<file path="src/rtl/stopwatch_pkg.sv">
// Shared state encoding, BCD digit limits and default clocking for the stopwatch.
// Latency: none (declarations only).
// Backpressure: none.
//
// Contents: state_t (IDLE/UP/DOWN/PAUSED), per-digit maximum values, default
// clock and step rates, and a range check used to accept or reject presets.
package stopwatch_pkg;

    typedef enum logic [1:0] {
        ST_IDLE   = 2'd0,
        ST_UP     = 2'd1,
        ST_DOWN   = 2'd2,
        ST_PAUSED = 2'd3
    } state_t;

    localparam int MAX_MINUTE    = 9;
    localparam int MAX_SEC_TENS  = 5;
    localparam int MAX_SEC_UNITS = 9;
    localparam int MAX_TENTH     = 9;

    localparam int DEF_CLK_HZ  = 100_000_000;
    localparam int DEF_TICK_HZ = 10;

    // True when every preset digit is a legal value for its position.
    function automatic logic digits_in_range(
        input logic [3:0] minute,
        input logic [3:0] sec_tens,
        input logic [3:0] sec_units,
        input logic [3:0] tenth
    );
        return (minute    <= 4'(MAX_MINUTE))    &&
               (sec_tens  <= 4'(MAX_SEC_TENS))  &&
               (sec_units <= 4'(MAX_SEC_UNITS)) &&
               (tenth     <= 4'(MAX_TENTH));
    endfunction

endpackage

</file>
<file path="src/rtl/stopwatch_digit.sv">
// One BCD digit that counts 0..MAX with wrap-around, chainable through carry/borrow.
// Latency: value updates on the clock edge after inc/dec/load; carry/borrow are combinational.
// Backpressure: none; load wins over inc, inc wins over dec.
//
// Ports: i_clock, i_reset (sync, active-high), i_inc, i_dec, i_load, i_load_val[3:0]
//        -> o_value[3:0], o_carry (wrapping MAX->0), o_borrow (wrapping 0->MAX).
module stopwatch_digit
    import stopwatch_pkg::*;
#(
    parameter int MAX = 9
) (
    input  logic       i_clock,
    input  logic       i_reset,
    input  logic       i_inc,
    input  logic       i_dec,
    input  logic       i_load,
    input  logic [3:0] i_load_val,
    output logic [3:0] o_value,
    output logic       o_carry,
    output logic       o_borrow
);

    localparam logic [3:0] MAX_VAL = 4'(MAX);

    logic [3:0] r_value;

    always_ff @(posedge i_clock) begin
        if (i_reset) begin
            r_value <= '0;
        end else if (i_load) begin
            r_value <= i_load_val;
        end else if (i_inc) begin
            r_value <= (r_value == MAX_VAL) ? 4'd0 : r_value + 4'd1;
        end else if (i_dec) begin
            r_value <= (r_value == 4'd0) ? MAX_VAL : r_value - 4'd1;
        end
    end

    assign o_value  = r_value;
    assign o_carry  = i_inc && (r_value == MAX_VAL);
    assign o_borrow = i_dec && (r_value == 4'd0);

endmodule

</file>
<file path="src/rtl/stopwatch_bcd_counter.sv">
// Stopwatch M:ST:SU.T in BCD, stepping one tenth every TICK_DIV cycles, up or down.
// Latency: commands act on the next edge; done/load_err are registered one-cycle pulses.
// Backpressure: none; one-cycle command pulses, priority clear > load > start > pause.
//
// Ports: i_clock, i_reset (sync, active-high); command pulses i_start_up, i_start_down,
//        i_pause, i_clear, i_load with preset digits i_load_*; outputs o_minute,
//        o_sec_tens, o_sec_units, o_tenth, o_count_up_enable, o_count_down_enable,
//        o_done, o_load_err.
module stopwatch_bcd_counter
    import stopwatch_pkg::*;
#(
    parameter int CLK_HZ   = DEF_CLK_HZ,
    parameter int TICK_HZ  = DEF_TICK_HZ,
    parameter int TICK_DIV = CLK_HZ / TICK_HZ
) (
    input  logic       i_clock,
    input  logic       i_reset,
    input  logic       i_start_up,
    input  logic       i_start_down,
    input  logic       i_pause,
    input  logic       i_clear,
    input  logic       i_load,
    input  logic [3:0] i_load_minute,
    input  logic [3:0] i_load_sec_tens,
    input  logic [3:0] i_load_sec_units,
    input  logic [3:0] i_load_tenth,
    output logic [3:0] o_minute,
    output logic [3:0] o_sec_tens,
    output logic [3:0] o_sec_units,
    output logic [3:0] o_tenth,
    output logic       o_count_up_enable,
    output logic       o_count_down_enable,
    output logic       o_done,
    output logic       o_load_err
);

    localparam int              DIV_W    = (TICK_DIV > 1) ? $clog2(TICK_DIV) : 1;
    localparam logic [DIV_W-1:0] DIV_LAST = DIV_W'(TICK_DIV - 1);

    state_t           r_state, w_state_nxt;
    logic [DIV_W-1:0] r_div, w_div_nxt;
    logic             r_done, w_done_nxt;
    logic             r_load_err, w_err_nxt;

    logic       w_step_up, w_step_dn, w_dig_load, w_run_step, w_running;
    logic [3:0] w_ld_min, w_ld_st, w_ld_su, w_ld_te;
    logic [3:0] w_min, w_st, w_su, w_te;
    logic       w_te_cy, w_su_cy, w_st_cy, w_unused_min_cy;
    logic       w_te_bw, w_su_bw, w_st_bw, w_unused_min_bw;
    logic       w_at_max, w_at_zero, w_pre_max, w_pre_zero;

    assign w_running  = (r_state == ST_UP) || (r_state == ST_DOWN);
    assign w_at_max   = (w_min == 4'(MAX_MINUTE)) && (w_st == 4'(MAX_SEC_TENS)) &&
                        (w_su == 4'(MAX_SEC_UNITS)) && (w_te == 4'(MAX_TENTH));
    assign w_at_zero  = (w_min == 4'd0) && (w_st == 4'd0) && (w_su == 4'd0) && (w_te == 4'd0);
    // One step away from a terminal value: the step taken from here ends the count.
    assign w_pre_max  = (w_min == 4'(MAX_MINUTE)) && (w_st == 4'(MAX_SEC_TENS)) &&
                        (w_su == 4'(MAX_SEC_UNITS)) && (w_te == 4'(MAX_TENTH - 1));
    assign w_pre_zero = (w_min == 4'd0) && (w_st == 4'd0) && (w_su == 4'd0) && (w_te == 4'd1);

    always_comb begin
        w_state_nxt = r_state;
        w_div_nxt   = r_div;
        w_done_nxt  = 1'b0;
        w_err_nxt   = 1'b0;
        w_dig_load  = 1'b0;
        w_ld_min    = 4'd0;
        w_ld_st     = 4'd0;
        w_ld_su     = 4'd0;
        w_ld_te     = 4'd0;
        w_step_up   = 1'b0;
        w_step_dn   = 1'b0;
        w_run_step  = 1'b0;

        // Only the highest-priority asserted command is considered. If that
        // command is ignored in the current state, counting carries on as if
        // no command had arrived; a command that acts suppresses the step.
        if (i_clear) begin
            w_state_nxt = ST_IDLE;
            w_div_nxt   = '0;
            w_dig_load  = 1'b1;
        end else if (i_load) begin
            if (!w_running) begin
                if (!digits_in_range(i_load_minute, i_load_sec_tens,
                                     i_load_sec_units, i_load_tenth)) begin
                    w_err_nxt = 1'b1;
                end else begin
                    w_dig_load = 1'b1;
                    w_ld_min   = i_load_minute;
                    w_ld_st    = i_load_sec_tens;
                    w_ld_su    = i_load_sec_units;
                    w_ld_te    = i_load_tenth;
                    w_div_nxt  = '0;
                end
            end else begin
                w_run_step = 1'b1;
            end
        end else if (i_start_up || i_start_down) begin
            if (i_start_up && !i_start_down && (r_state != ST_UP) && !w_at_max) begin
                w_state_nxt = ST_UP;
                if (r_state == ST_IDLE) w_div_nxt = '0;
            end else if (i_start_down && !i_start_up && (r_state != ST_DOWN) && !w_at_zero) begin
                w_state_nxt = ST_DOWN;
                if (r_state == ST_IDLE) w_div_nxt = '0;
            end else begin
                w_run_step = 1'b1;
            end
        end else if (i_pause && w_running) begin
            w_state_nxt = ST_PAUSED;
        end else begin
            w_run_step = 1'b1;
        end

        if (w_run_step && w_running) begin
            if (r_div == DIV_LAST) begin
                w_div_nxt = '0;
                if (r_state == ST_UP) begin
                    w_step_up = 1'b1;
                    if (w_pre_max) begin
                        w_state_nxt = ST_IDLE;
                        w_done_nxt  = 1'b1;
                    end
                end else begin
                    w_step_dn = 1'b1;
                    if (w_pre_zero) begin
                        w_state_nxt = ST_IDLE;
                        w_done_nxt  = 1'b1;
                    end
                end
            end else begin
                w_div_nxt = r_div + DIV_W'(1);
            end
        end
    end

    always_ff @(posedge i_clock) begin
        if (i_reset) begin
            r_state    <= ST_IDLE;
            r_div      <= '0;
            r_done     <= 1'b0;
            r_load_err <= 1'b0;
        end else begin
            r_state    <= w_state_nxt;
            r_div      <= w_div_nxt;
            r_done     <= w_done_nxt;
            r_load_err <= w_err_nxt;
        end
    end

    // Digits chained tenth -> sec_units -> sec_tens -> minute via carry/borrow.
    stopwatch_digit #(.MAX(MAX_TENTH)) u_tenth (
        .i_clock(i_clock), .i_reset(i_reset), .i_inc(w_step_up), .i_dec(w_step_dn),
        .i_load(w_dig_load), .i_load_val(w_ld_te),
        .o_value(w_te), .o_carry(w_te_cy), .o_borrow(w_te_bw)
    );
    stopwatch_digit #(.MAX(MAX_SEC_UNITS)) u_sec_units (
        .i_clock(i_clock), .i_reset(i_reset), .i_inc(w_te_cy), .i_dec(w_te_bw),
        .i_load(w_dig_load), .i_load_val(w_ld_su),
        .o_value(w_su), .o_carry(w_su_cy), .o_borrow(w_su_bw)
    );
    stopwatch_digit #(.MAX(MAX_SEC_TENS)) u_sec_tens (
        .i_clock(i_clock), .i_reset(i_reset), .i_inc(w_su_cy), .i_dec(w_su_bw),
        .i_load(w_dig_load), .i_load_val(w_ld_st),
        .o_value(w_st), .o_carry(w_st_cy), .o_borrow(w_st_bw)
    );
    // Terminal detection stops the count before the minute could ever wrap,
    // so its carry/borrow are never needed.
    stopwatch_digit #(.MAX(MAX_MINUTE)) u_minute (
        .i_clock(i_clock), .i_reset(i_reset), .i_inc(w_st_cy), .i_dec(w_st_bw),
        .i_load(w_dig_load), .i_load_val(w_ld_min),
        .o_value(w_min), .o_carry(w_unused_min_cy), .o_borrow(w_unused_min_bw)
    );

    assign o_minute            = w_min;
    assign o_sec_tens          = w_st;
    assign o_sec_units         = w_su;
    assign o_tenth             = w_te;
    assign o_count_up_enable   = (r_state == ST_UP);
    assign o_count_down_enable = (r_state == ST_DOWN);
    assign o_done              = r_done;
    assign o_load_err          = r_load_err;

endmodule

</file>
<file path="config.mk">
export PLATFORM = sky130hd
export DESIGN_NAME = stopwatch_bcd_counter
export DESIGN_NICKNAME = d
export VERILOG_FILES = /design/src/rtl/stopwatch_pkg.sv /design/src/rtl/stopwatch_digit.sv /design/src/rtl/stopwatch_bcd_counter.sv
export SDC_FILE = /design/constraint.sdc
export NUM_CORES = 1
export LEC_CHECK = 0
export ABC_AREA = 1
export BUFFER_PORTS_ARGS = -buffer_cell sky130_fd_sc_hd__buf_2
export CORE_ASPECT_RATIO = 1.2
export CORE_MARGIN = 10
export CORE_UTILIZATION = 60
export CTS_BUF_LIST = sky130_fd_sc_hd__clkbuf_4 sky130_fd_sc_hd__clkbuf_8
export CTS_CLUSTER_DIAMETER = 150
export CTS_CLUSTER_SIZE = 16
export DETAILED_ROUTE_END_ITERATION = 6
export PLACE_DENSITY = 0.93
export SYNTH_ARGS = -nofsm -noshare
export SYNTH_HDL_FRONTEND = slang
export SYNTH_SLANG_ARGS = --single-unit
export TNS_END_PERCENT = 20
</file>
<file path="constraint.sdc">
create_clock -name i_clock -period 2.7 [get_ports i_clock]
set_input_delay 0.81 -clock i_clock [delete_from_list [all_inputs] [get_ports i_clock]]
set_output_delay 0.81 -clock i_clock [all_outputs]
set_load 0.05 [all_outputs]
</file>
==> reports/qor.csv, run 1 <==
metric;value;unit
number of max-cap violations;0;
Slowest Stage Delay on Critical Path;360;ps
CTS sink count;44;
number of antenna-violating nets in the routed design;0;
number of instances in the synthesized netlist;499;
starting DRC count in detailed routing;272;
largest net degree at the start of global routing;18;
clock tree from TritonCTS;yes;
hold-critical path endpoint;r_div[1]$_SDFFE_PP0P_;
fraction of final layout cells sized beyond drive strength 1;17.7;%
compound-cell area share of the yosys netlist;19.2;%
clock latency at the later pin of the worst-skew pair;310;ps
FFs w/ async S/R, synth;0;%
count of flip-flops with a built-in enable after synthesis;0;
combinational family with the most area after synthesis;simple AND/OR/NAND/NOR gates;
GRT Resource Usage Total;20.7;%
vias after detailed routing;3613;
largest cells by area after synthesis;sky130_fd_sc_hd__dfxtp_1 28%, sky130_fd_sc_hd__nand2_1 13%, sky130_fd_sc_hd__inv_1 7.4%;
number of library cell types mapped by synthesis;44;
Layout Skew;8.65;ps
Die H;99.2;um
peak supply drop;0.000351;V
most frequently used cell type in the post-synthesis netlist;sky130_fd_sc_hd__nand2_1;
RR Endpoint;u_sec_tens.o_value[1]$_SDFFE_PP0P_;
total clock buffers created by CTS;5;
area of the core;5010;um^2
clock transition at the registers of the reported paths;90;ps
worst slew margin relative to its limit;65.2;%
Die Footprint;8530;um^2
area share of the leading cell type in the synthesized netlist;28.1;%
simple logic cell fraction of the synthesized area;40.0;%
final-report hold violation count;0;
placed instance count;601;
total of flip-flops plus latches after synthesis;44;
H-tree depth reported by CTS;2;
Critical Path End Type;flip-flop;
die span in x;86.0;um
Post-synth top flop;sky130_fd_sc_hd__dfxtp_1;
period utilization;93.9;%
status;finished, final reports clean;
number of fill cells in the layout;463;
commonest cells in the synthesized netlist;110 x sky130_fd_sc_hd__nand2_1, 62 x sky130_fd_sc_hd__inv_1, 60 x sky130_fd_sc_hd__nor2_1;
Port Buf Inserts;42;
Post-Layout Cell Count;609;
total iterations of the first detailed-routing run;5;
signal arrival time at the worst endpoint;2730;ps
power density normalized to cell area;455;nW/um^2
final routed wire length divided by cell count;15.0;um
Hold-fix buffers, CTS;0;
library cell contributing the largest single delay on the critical path;sky130_fd_sc_hd__dfxtp_1;
root cell of the clock tree;sky130_fd_sc_hd__clkbuf_8;
standard-cell row count;28;
Min-Delay Path Depth;2;
DRC violation count after routing;0;
hold wc startpoint;r_div[1]$_SDFFE_PP0P_;
Total Neg Setup Slack;0;ps
static leakage power;0.00151;uW
number of antenna violations at the first check in global routing;0;
Min Clock Period, post-route;2540;ps
Boundary Pins;43;
Initial Utilization;62.6;%
total half-perimeter wirelength after legalization and detailed placement;6920;um
number of global-route vias before repair;3429;
critical path start-end classification;reg -> reg;
Worst setup startpoint;r_div[0]$_SDFFE_PP0P_;
Area Growth Syn to Fin;14.2;%
dominant cell type by area after synthesis;sky130_fd_sc_hd__dfxtp_1;
Worst R2R Start;r_div[0]$_SDFFE_PP0P_;
Fmax;394;MHz
worst hold slack across all endpoints;492;ps
worst r2r path cells;12;
maximum number of buffers from clock root to sink;2;
fraction of the yosys area taken by sequential cells;28.1;%
count of endpoints failing setup in the final report;0;
final core occ;71.6;%
Syn Std Cell Area;3140;um^2
Final GP Congestion;0.956;
max-slew violation count;0;
Layout Nets;575;
reg2reg setup slack;160;ps
Critical Path RT;2900;ps
global-route wire length before repair;15100;um
RSZ-0062 raised after global routing;false;
Synth Net Count;526;
xor and xnor area share after synthesis;1.67;%
per-instance average area after synthesis;6.29;um^2
cell chain of the critical path;ha_1 > nand3_1 > nor4_2 > nand3_1 > nor2_2 > nand4_2 > inv_2 > nand2_1 > nand3_2 > nand2_1 > a21oi_1 > nor2_1;
total routed wirelength;9140;um
path class of the lowest-slack min-delay path;reg -> reg;
vias per std cell;5.93;
post-synthesis mux area share;0;%
yosys synthesis warning count;0;
adder and majority gate portion of the synthesized area;1.59;%
top fanout value on the critical path;8;
count of antenna diodes in the layout;0;
Worst Max-Slew Pin Slew;522;ps
GRT overflow;0;
sort of element at the start of the critical path;flip-flop;
-- stage by stage --
| step | setup WS, ps | cell area [um^2] | total power, uW |
|---|---|---|---|
| 5_1_grt | 8.34 | 3580 | 1690 |
| 2_1_floorplan | 426 | 3140 | 971 |
| 3_3_place_gp | 206 | 3440 | 1060 |
| 6_report | 165 | 3580 | 1630 |
| 4_1_cts | 165 | 3570 | 1620 |
| 3_5_place_dp | 119 | 3440 | 1060 |
-- metal layers --
| layer | vias to the layer above | track usage (%) | wire, um |
|---|---|---|---|
| li1 | 1765 | - | - |
| met1 | 1668 | 21.2 | 3510 |
| met2 | 147 | 38.2 | 4750 |
| met3 | 33 | 4.24 | 585 |
| met4 | 0 | 10.9 | 297 |
| met5 | - | 0 | 0 |
-- final cells by class --
| type | instances | area, um^2 | share of cell area [%] |
|---|---|---|---|
| multi-input cells | 379 | 1980 | 55.1 |
| flip-flops and latches | 44 | 881 | 24.6 |
| inverters | 69 | 264 | 7.36 |
| repair buffers | 49 | 263 | 7.33 |
| clock buffers | 7 | 96.3 | 2.69 |
| well taps | 60 | 75.1 | 2.09 |
| clock inverters | 1 | 30.0 | 0.838 |
-- critical path, delay by kind of cell, from the launching register on --
kind | cells | cell delay, ps
AO/OA/AOI/OAI | 1 | 160
flip-flops | 1 | 360
adder cells (fa/ha/maj) | 1 | 250
AND/OR/NAND/NOR | 9 | 1500
buffers and inverters | 1 | 140
-- timing repair --
action	4_1_cts	5_1_grt
hold endpoints to repair	0	0
endpoints found under the setup margin	0	7
resized for setup	0	3
setup buffers	0	0
-- cells by family after synthesis --
kind of cell	Yosys count
buf+inv	76
xor+xnor	6
fa+ha+maj	4
simple gates	262
compound gates	107
flops	44
-- sequential cells by signal (all words and copies together) (netlist names) --
register,cells
u_sec_units.o_value,4
o_done,1
u_minute.o_value,4
u_sec_tens.o_value,4
r_state,2
u_tenth.o_value,4
r_div,24
o_load_err,1
-- worst max path at each step --
stage / to / slack [ps] / depth (start not counted)
floorplan: r_div[3]$_SDFFE_PP0P_ / 430 / 15
global placement: r_div[3]$_SDFFE_PP0P_ / 210 / 11
detailed placement: r_div[21]$_SDFFE_PP0P_ / 120 / 12
CTS: u_sec_tens.o_value[1]$_SDFFE_PP0P_ / 170 / 12
global route: u_sec_tens.o_value[1]$_SDFFE_PP0P_ / 8 / 12
finish: u_sec_tens.o_value[1]$_SDFFE_PP0P_ / 160 / 12
-- cells in the final DEF (no fill, tap or decap), drive strengths merged --
master	Yosys	routed
nand3b	3	3
nor3	16	16
buf	3	49
nand4	18	18
dfxtp	44	44
a21oi	47	47
ha	4	4
o41ai	1	1
o22ai	2	2
nor2	71	71
clkbuf	4	7
nand2	118	118
inv	69	69
o21ai	44	44
o31ai	1	1
xnor2	1	1
bufinv	0	1
o21a	1	1
o211ai	5	5
nand3	25	25
o211a	1	1
a211oi	2	2
nor4	9	9
a221oi	2	2
a31oi	1	1
xor2	5	5
and3	1	1
or2	1	1
-- power by group --
part	total, uW	internal [uW]	switching, uW
Sequential	699	668	30.8
Clock	571	327	244
Combinational	359	105	254
Note: power is estimated with default switching activity, not from simulation.
==> run 2: changes to the inputs <==
==> constraint.sdc (replaced) <==
create_clock -name i_clock -period 2.7 [get_ports i_clock]
set_input_delay 0.135 -clock i_clock [delete_from_list [all_inputs] [get_ports i_clock]]
set_output_delay 0.135 -clock i_clock [all_outputs]
set_load 0.05 [all_outputs]
==> run 2 against run 1 <==
  * Critical path depth is 2 higher
  * Maximum frequency is 6.1% higher
  * Final cell count shrank 0.82%
  * Highest routed layer unchanged
  * Clock power decreased by 27%
  * Utilization fell by 1.6 points
  * Sequential power about the same
  * Critical endpoint is now r_div[23]$_SDFFE_PP0P_
  * Routed wire length decreased by 7.7%
  * Register-to-register slack gained 150 ps
  * Non-clock buffer count is 4 lower
==> reports/qor.csv, run 2 (synthesis gave the netlist of run 1 again) <==
metric;value;unit;change
Total Neg Setup Slack;0;ps;unchanged
Port Buf Inserts;42;;unchanged
Post-Layout Cell Count;604;;was 609
Min Clock Period, post-route;2390;ps;was 2540 ps
signal arrival time at the worst endpoint;2590;ps;was 2730 ps
combinational share of power;23.9;%;was 22.1%
Critical Path RT;2900;ps;about the same
status;finished, final reports clean;;unchanged
clock network power share;28.3;%;was 35.0%
DP Worst Slack;240;ps;was 119 ps
area of the core;5010;um^2;unchanged
CTS sink count;44;;unchanged
sort of element at the start of the critical path;flip-flop;;unchanged
number of antenna-violating nets in the routed design;0;;unchanged
power density normalized to cell area;418;nW/um^2;was 455 nW/um^2
Worst Max-Slew Pin Slew;533;ps;was 522 ps
number of max-cap violations;0;;unchanged
number of antenna violations at the first check in global routing;0;;unchanged
total clock buffers created by CTS;5;;unchanged
clock latency at the later pin of the worst-skew pair;310;ps;about the same
peak supply drop;0.000427;V;was 0.000351 V
commonest cells after routing, fill and taps aside;110 x sky130_fd_sc_hd__nand2_1, 62 x sky130_fd_sc_hd__inv_1, 59 x sky130_fd_sc_hd__nor2_1;;unchanged
fraction of final layout cells sized beyond drive strength 1;16.9;%;was 17.7%
path class of the lowest-slack min-delay path;in -> reg;;was reg -> reg
top fanout value on the critical path;14;;was 8
count of antenna diodes in the layout;0;;unchanged
DRC violation count after routing;0;;unchanged
number of global-route vias before repair;3318;;was 3429
final core occ;69.9;%;was 71.6%
Layout Skew;14.4;ps;was 8.65 ps
period utilization;88.5;%;was 93.9%
RSZ-0062 raised after global routing;false;;unchanged
Area Growth Syn to Fin;11.6;%;was 14.2%
Final GP Congestion;0.949;;was 0.956
GRT overflow;0;;unchanged
vias per std cell;5.80;;was 5.93
largest net degree at the start of global routing;18;;unchanged
worst hold slack across all endpoints;157;ps;was 492 ps
clock transition at the registers of the reported paths;90;ps;about the same
maximum number of buffers from clock root to sink;2;;unchanged
Initial Utilization;62.6;%;unchanged
internal power contribution;957;uW;was 1100 uW
standard-cell row count;28;;unchanged
global-route wire length before repair;14400;um;was 15100 um
buffers inserted during post-CTS setup optimization;0;;unchanged
Fmax;419;MHz;was 394 MHz
GRT Resource Usage Total;19.9;%;was 20.7%
die span in x;86.0;um;unchanged
smallest setup slack after layout;311;ps;was 165 ps
most common cell after layout, fill and taps aside;sky130_fd_sc_hd__nand2_1;;unchanged
Die Footprint;8530;um^2;unchanged
H-tree depth reported by CTS;2;;unchanged
clock tree from TritonCTS;yes;;unchanged
Hold-fix buffers, CTS;0;;unchanged
critical path start-end classification;reg -> reg;;unchanged
Critical Path End Type;flip-flop;;unchanged
Die H;99.2;um;unchanged
count of endpoints failing setup in the final report;0;;unchanged
static leakage power;0.00147;uW;was 0.00151 uW
starting DRC count in detailed routing;194;;was 272
final routed wire length divided by cell count;14.0;um;was 15.0 um
root cell of the clock tree;sky130_fd_sc_hd__clkbuf_8;;unchanged
total routed wirelength;8440;um;was 9140 um
vias after detailed routing;3503;;was 3613
placed instance count;597;;was 601
max FFs per register;24;;unchanged
total half-perimeter wirelength after legalization and detailed placement;6560;um;was 6920 um
final-report hold violation count;0;;unchanged
max-slew violation count;0;;unchanged
register share of total power;47.8;%;was 42.9%
Boundary Pins;43;;unchanged
Biggest register;r_div;;unchanged
Layout Nets;571;;was 575
switching part of the total power;34.6;%;was 32.5%
switching power total;506;uW;was 529 uW
total iterations of the first detailed-routing run;7;;was 5
worst slew margin relative to its limit;64.4;%;was 65.2%
[run 2: critical path, stage by stage (launching register included)]
cell                      delay [ps]
sky130_fd_sc_hd__dfxtp_1         480
sky130_fd_sc_hd__inv_2           100
sky130_fd_sc_hd__nor2_4          100
sky130_fd_sc_hd__nand2_2         110
sky130_fd_sc_hd__nor2_4          140
sky130_fd_sc_hd__nand3_2          80
sky130_fd_sc_hd__nand2_2         100
sky130_fd_sc_hd__nand3_2          90
sky130_fd_sc_hd__nand2_4         100
sky130_fd_sc_hd__nand2_4          80
sky130_fd_sc_hd__nand2_2         260
sky130_fd_sc_hd__inv_2           200
sky130_fd_sc_hd__nor3_1          240
sky130_fd_sc_hd__xnor2_1         150
sky130_fd_sc_hd__nor2_1           50
[run 2: path summary, 6_finish.rpt]
| check | to | start | slack [ps] | depth (start not counted) |
|---|---|---|---|---|
| setup / recovery | r_div[23]$_SDFFE_PP0P_ | u_sec_units.o_value[3]$_SDFFE_PP0P_ | 310 | 14 |
| hold / removal | u_minute.o_value[3]$_SDFFE_PP0P_ | i_load_minute[3] | 160 | 5 |
| setup reg to reg | r_div[23]$_SDFFE_PP0P_ | u_sec_units.o_value[3]$_SDFFE_PP0P_ | 310 | 14 |
| hold reg to reg | r_div[0]$_SDFFE_PP0P_ | r_div[0]$_SDFFE_PP0P_ | 490 | 1 |
[run 2: stage by stage]
step	instance area [um^2]	power, uW
after floorplan	3140	971
after global placement	3410	1050
after detailed placement	3410	1060
after CTS	3500	1470
after global routing	3500	1540
final	3500	1460
[run 2: repair_timing]
item,4_1_cts,5_1_grt
setup endpoints to repair,0,3
gates resized for setup,0,2
endpoints found under the hold margin,0,0
[run 2: power by group through the flow]
stage	Combinational [uW]	Clock (uW)	Sequential, uW
after floorplan	199	0	772
after global placement	340	0	713
after detailed placement	346	0	714
after CTS	349	420	699
after global routing	389	445	704
final	349	414	700
[run 2: routing by layer]
layer | vias to the layer above | wire [um] | track usage, %
met4 | 0 | 291 | 11.8
met5 | - | 0 | 0
met1 | 1581 | 3100 | 19.9
met2 | 142 | 4460 | 36.3
met3 | 27 | 585 | 4.33
li1 | 1753 | - | -
[run 2: cell type report]
type | instances | area [um^2]
fill | 449 | 1510
timing repair buffer | 45 | 233
multi-input combinational | 379 | 1970
tap | 60 | 75.1
inverter | 69 | 264
clock inverter | 1 | 5.00
sequential | 44 | 881
clock buffer | 6 | 76.3
==> run 3: changes to the inputs <==
Settings changed: CORE_ASPECT_RATIO 1.2 to unset.
==> run 3 against run 2 <==
  * Combinational power about the same
  * Sequential power hardly changed
  * First-iteration DRC count is 32% higher
==> reports/qor.csv, run 3 (synthesis gave the netlist of run 1 again) <==
metric;value;unit;change
Worst Max-Slew Pin Slew;514;ps;was 533 ps
path class of the lowest-slack min-delay path;in -> reg;;unchanged
peak supply drop;0.000295;V;was 0.000427 V
starting DRC count in detailed routing;256;;was 194
Die Footprint;8520;um^2;was 8530 um^2
cell chain of the critical path;inv_1 > ha_1 > nand2_1 > nor3_1 > nor2_1 > nand3_2 > nand2_4 > nand2_4 > nand2_2 > a21oi_4 > inv_4 > a21oi_2 > o21a_1;;was inv_2 > nor2_4 > nand2_2 > nor2_4 > nand3_2 > nand2_2 > nand3_2 > nand2_4 > nand2_4 > nand2_2 > inv_2 > nor3_1 > xnor2_1 > nor2_1
top fanout value on the critical path;13;;was 14
total clock buffers created by CTS;5;;unchanged
DRC violation count after routing;0;;unchanged
final core occ;69.9;%;about the same
global-route wire length before repair;14500;um;was 14400 um
total half-perimeter wirelength after legalization and detailed placement;6510;um;was 6560 um
Port Buf Inserts;42;;unchanged
number of antenna-violating nets in the routed design;0;;unchanged
Min-Delay Path Depth;3;;was 5
RR Endpoint;r_div[3]$_SDFFE_PP0P_;;was r_div[23]$_SDFFE_PP0P_
area of the core;5070;um^2;was 5010 um^2
Slowest Stage Delay on Critical Path;390;ps;was 480 ps
Fmax;404;MHz;was 419 MHz
critical path start-end classification;reg -> reg;;unchanged
die span in x;92.3;um;was 86.0 um
number of antenna violations at the first check in global routing;0;;unchanged
switching part of the total power;32.5;%;was 34.6%
most common cell after layout, fill and taps aside;sky130_fd_sc_hd__nand2_1;;unchanged
hold wc startpoint;i_load_tenth[1];;was i_load_minute[3]
period utilization;91.7;%;was 88.5%
static leakage power;0.00149;uW;was 0.00147 uW
standard-cell row count;26;;was 28
internal power contribution;1050;uW;was 957 uW
post-cts resize count;0;;unchanged
Biggest register;r_div;;unchanged
clock network power share;32.7;%;was 28.3%
max FFs per register;24;;unchanged
Min Clock Period, post-route;2470;ps;was 2390 ps
Critical Path RT;2950;ps;was 2900 ps
worst slew margin relative to its limit;65.7;%;was 64.4%
maximum number of buffers from clock root to sink;2;;unchanged
Layout Nets;572;;was 571
combinational share of power;22.5;%;was 23.9%
Final GP Congestion;0.913;;was 0.949
Initial Utilization;61.8;%;was 62.6%
sort of element at the start of the critical path;flip-flop;;unchanged
max-slew violation count;0;;unchanged
worst r2r path cells;13;;was 14
register share of total power;44.7;%;was 47.8%
total routed wirelength;8550;um;was 8440 um
largest net degree at the start of global routing;18;;unchanged
vias after detailed routing;3531;;was 3503
Die H;92.3;um;was 99.2 um
GRT Resource Usage Total;19.9;%;about the same
RSZ-0062 raised after global routing;false;;unchanged
number of max-cap violations;0;;unchanged
power density normalized to cell area;441;nW/um^2;was 418 nW/um^2
GRT overflow;0;;unchanged
buffers inserted during post-CTS setup optimization;0;;unchanged
Area Growth Syn to Fin;13.0;%;was 11.6%
count of antenna diodes in the layout;0;;unchanged
count of endpoints failing setup in the final report;0;;unchanged
switching power total;508;uW;was 506 uW
Worst R2R Start;r_state[0]$_SDFF_PP0_;;was u_sec_units.o_value[3]$_SDFFE_PP0P_
reg2reg setup slack;230;ps;was 310 ps
final routed wire length divided by cell count;13.9;um;was 14.0 um
root cell of the clock tree;sky130_fd_sc_hd__clkbuf_8;;unchanged
clock transition at the registers of the reported paths;80;ps;was 90 ps
commonest cells after routing, fill and taps aside;110 x sky130_fd_sc_hd__nand2_1, 62 x sky130_fd_sc_hd__inv_1, 60 x sky130_fd_sc_hd__nor2_1;;was 110 x sky130_fd_sc_hd__nand2_1, 62 x sky130_fd_sc_hd__inv_1, 59 x sky130_fd_sc_hd__nor2_1
hold-critical path endpoint;u_tenth.o_value[1]$_SDFFE_PP0P_;;was u_minute.o_value[3]$_SDFFE_PP0P_
clock tree from TritonCTS;yes;;unchanged
H-tree depth reported by CTS;2;;unchanged
Critical Path End Type;flip-flop;;unchanged
number of global-route vias before repair;3317;;was 3318
Hold-fix buffers, CTS;0;;unchanged
Layout Skew;8.85;ps;was 14.4 ps
total iterations of the first detailed-routing run;5;;was 7
Boundary Pins;43;;unchanged
vias per std cell;5.73;;was 5.80
CTS sink count;44;;unchanged
fraction of final layout cells sized beyond drive strength 1;16.8;%;was 16.9%
signal arrival time at the worst endpoint;2730;ps;was 2590 ps
final-report hold violation count;0;;unchanged
Total Neg Setup Slack;0;ps;unchanged
clock latency at the later pin of the worst-skew pair;310;ps;about the same
status;finished, final reports clean;;unchanged
library cell appearing most often on the critical path;sky130_fd_sc_hd__nand2_4;;was sky130_fd_sc_hd__nand2_2
library cell contributing the largest single delay on the critical path;sky130_fd_sc_hd__dfxtp_1;;unchanged
run 3: changes by cell type in the layout (fill, tap and decap cells not counted):
cell and change:
sky130_fd_sc_hd__buf_4 +1, sky130_fd_sc_hd__bufinv_16 +1, sky130_fd_sc_hd__nor2_1 +1, sky130_fd_sc_hd__nor2_2 -1
sky130_fd_sc_hd__nor3_1 +1, sky130_fd_sc_hd__nor3_2 -1
run 3: final cells by class:
class / instances / area, um^2
Clock buffer: 6 / 76.3
Tap cell: 70 / 87.6
Timing Repair Buffer: 46 / 240
Sequential cell: 44 / 881
Inverter: 69 / 264
Fill cell: 455 / 1530
Multi-Input combinational cell: 379 / 1960
Clock inverter: 2 / 35.0
run 3: through the flow:
stage	cell area, um^2	hold slack, ps	power, uW	std cells	setup slack (ps)
after CTS	3550	146	1570	616	241
after global placement	3430	452	1050	608	331
final	3550	144	1560	616	225
after global routing	3550	164	1630	616	32.1
after detailed placement	3430	457	1060	608	291
after floorplan	3140	299	971	499	426
run 3: how the worst max path moves through the flow:
stage	end	cells after the start	from
floorplan	r_div[3]$_SDFFE_PP0P_	15	u_sec_units.o_value[3]$_SDFFE_PP0P_
global placement	r_div[3]$_SDFFE_PP0P_	13	r_state[1]$_SDFF_PP0_
detailed placement	r_div[3]$_SDFFE_PP0P_	13	r_state[0]$_SDFF_PP0_
CTS	r_div[3]$_SDFFE_PP0P_	13	r_state[0]$_SDFF_PP0_
global route	u_minute.o_value[3]$_SDFFE_PP0P_	12	r_div[0]$_SDFFE_PP0P_
finish	r_div[3]$_SDFFE_PP0P_	13	r_state[0]$_SDFF_PP0_
run 3: layer usage:
metal	share of wire [%]	GRT usage [%]
met3	6.9	4.44
met1	38	21.6
met5	0	0
met4	2.5	8.35
met2	52	36.2
run 3: critical path, delay by kind of cell, from the launching register on:
| kind | cells | cell delay, ps |
|---|---|---|
| DFF | 1 | 390 |
| and+or+nand+nor | 7 | 910 |
| adders and majority gates | 1 | 310 |
| AOI/OAI and AO/OA | 3 | 610 |
| buffers and inverters | 2 | 180 |
run 3: power groups by stage:
stage	Sequential (uW)	Clock [uW]	Combinational, uW
2_1_floorplan	772	0	199
3_3_place_gp	712	0	338
3_5_place_dp	713	0	346
4_1_cts	698	523	349
5_1_grt	703	543	387
6_report	699	512	352
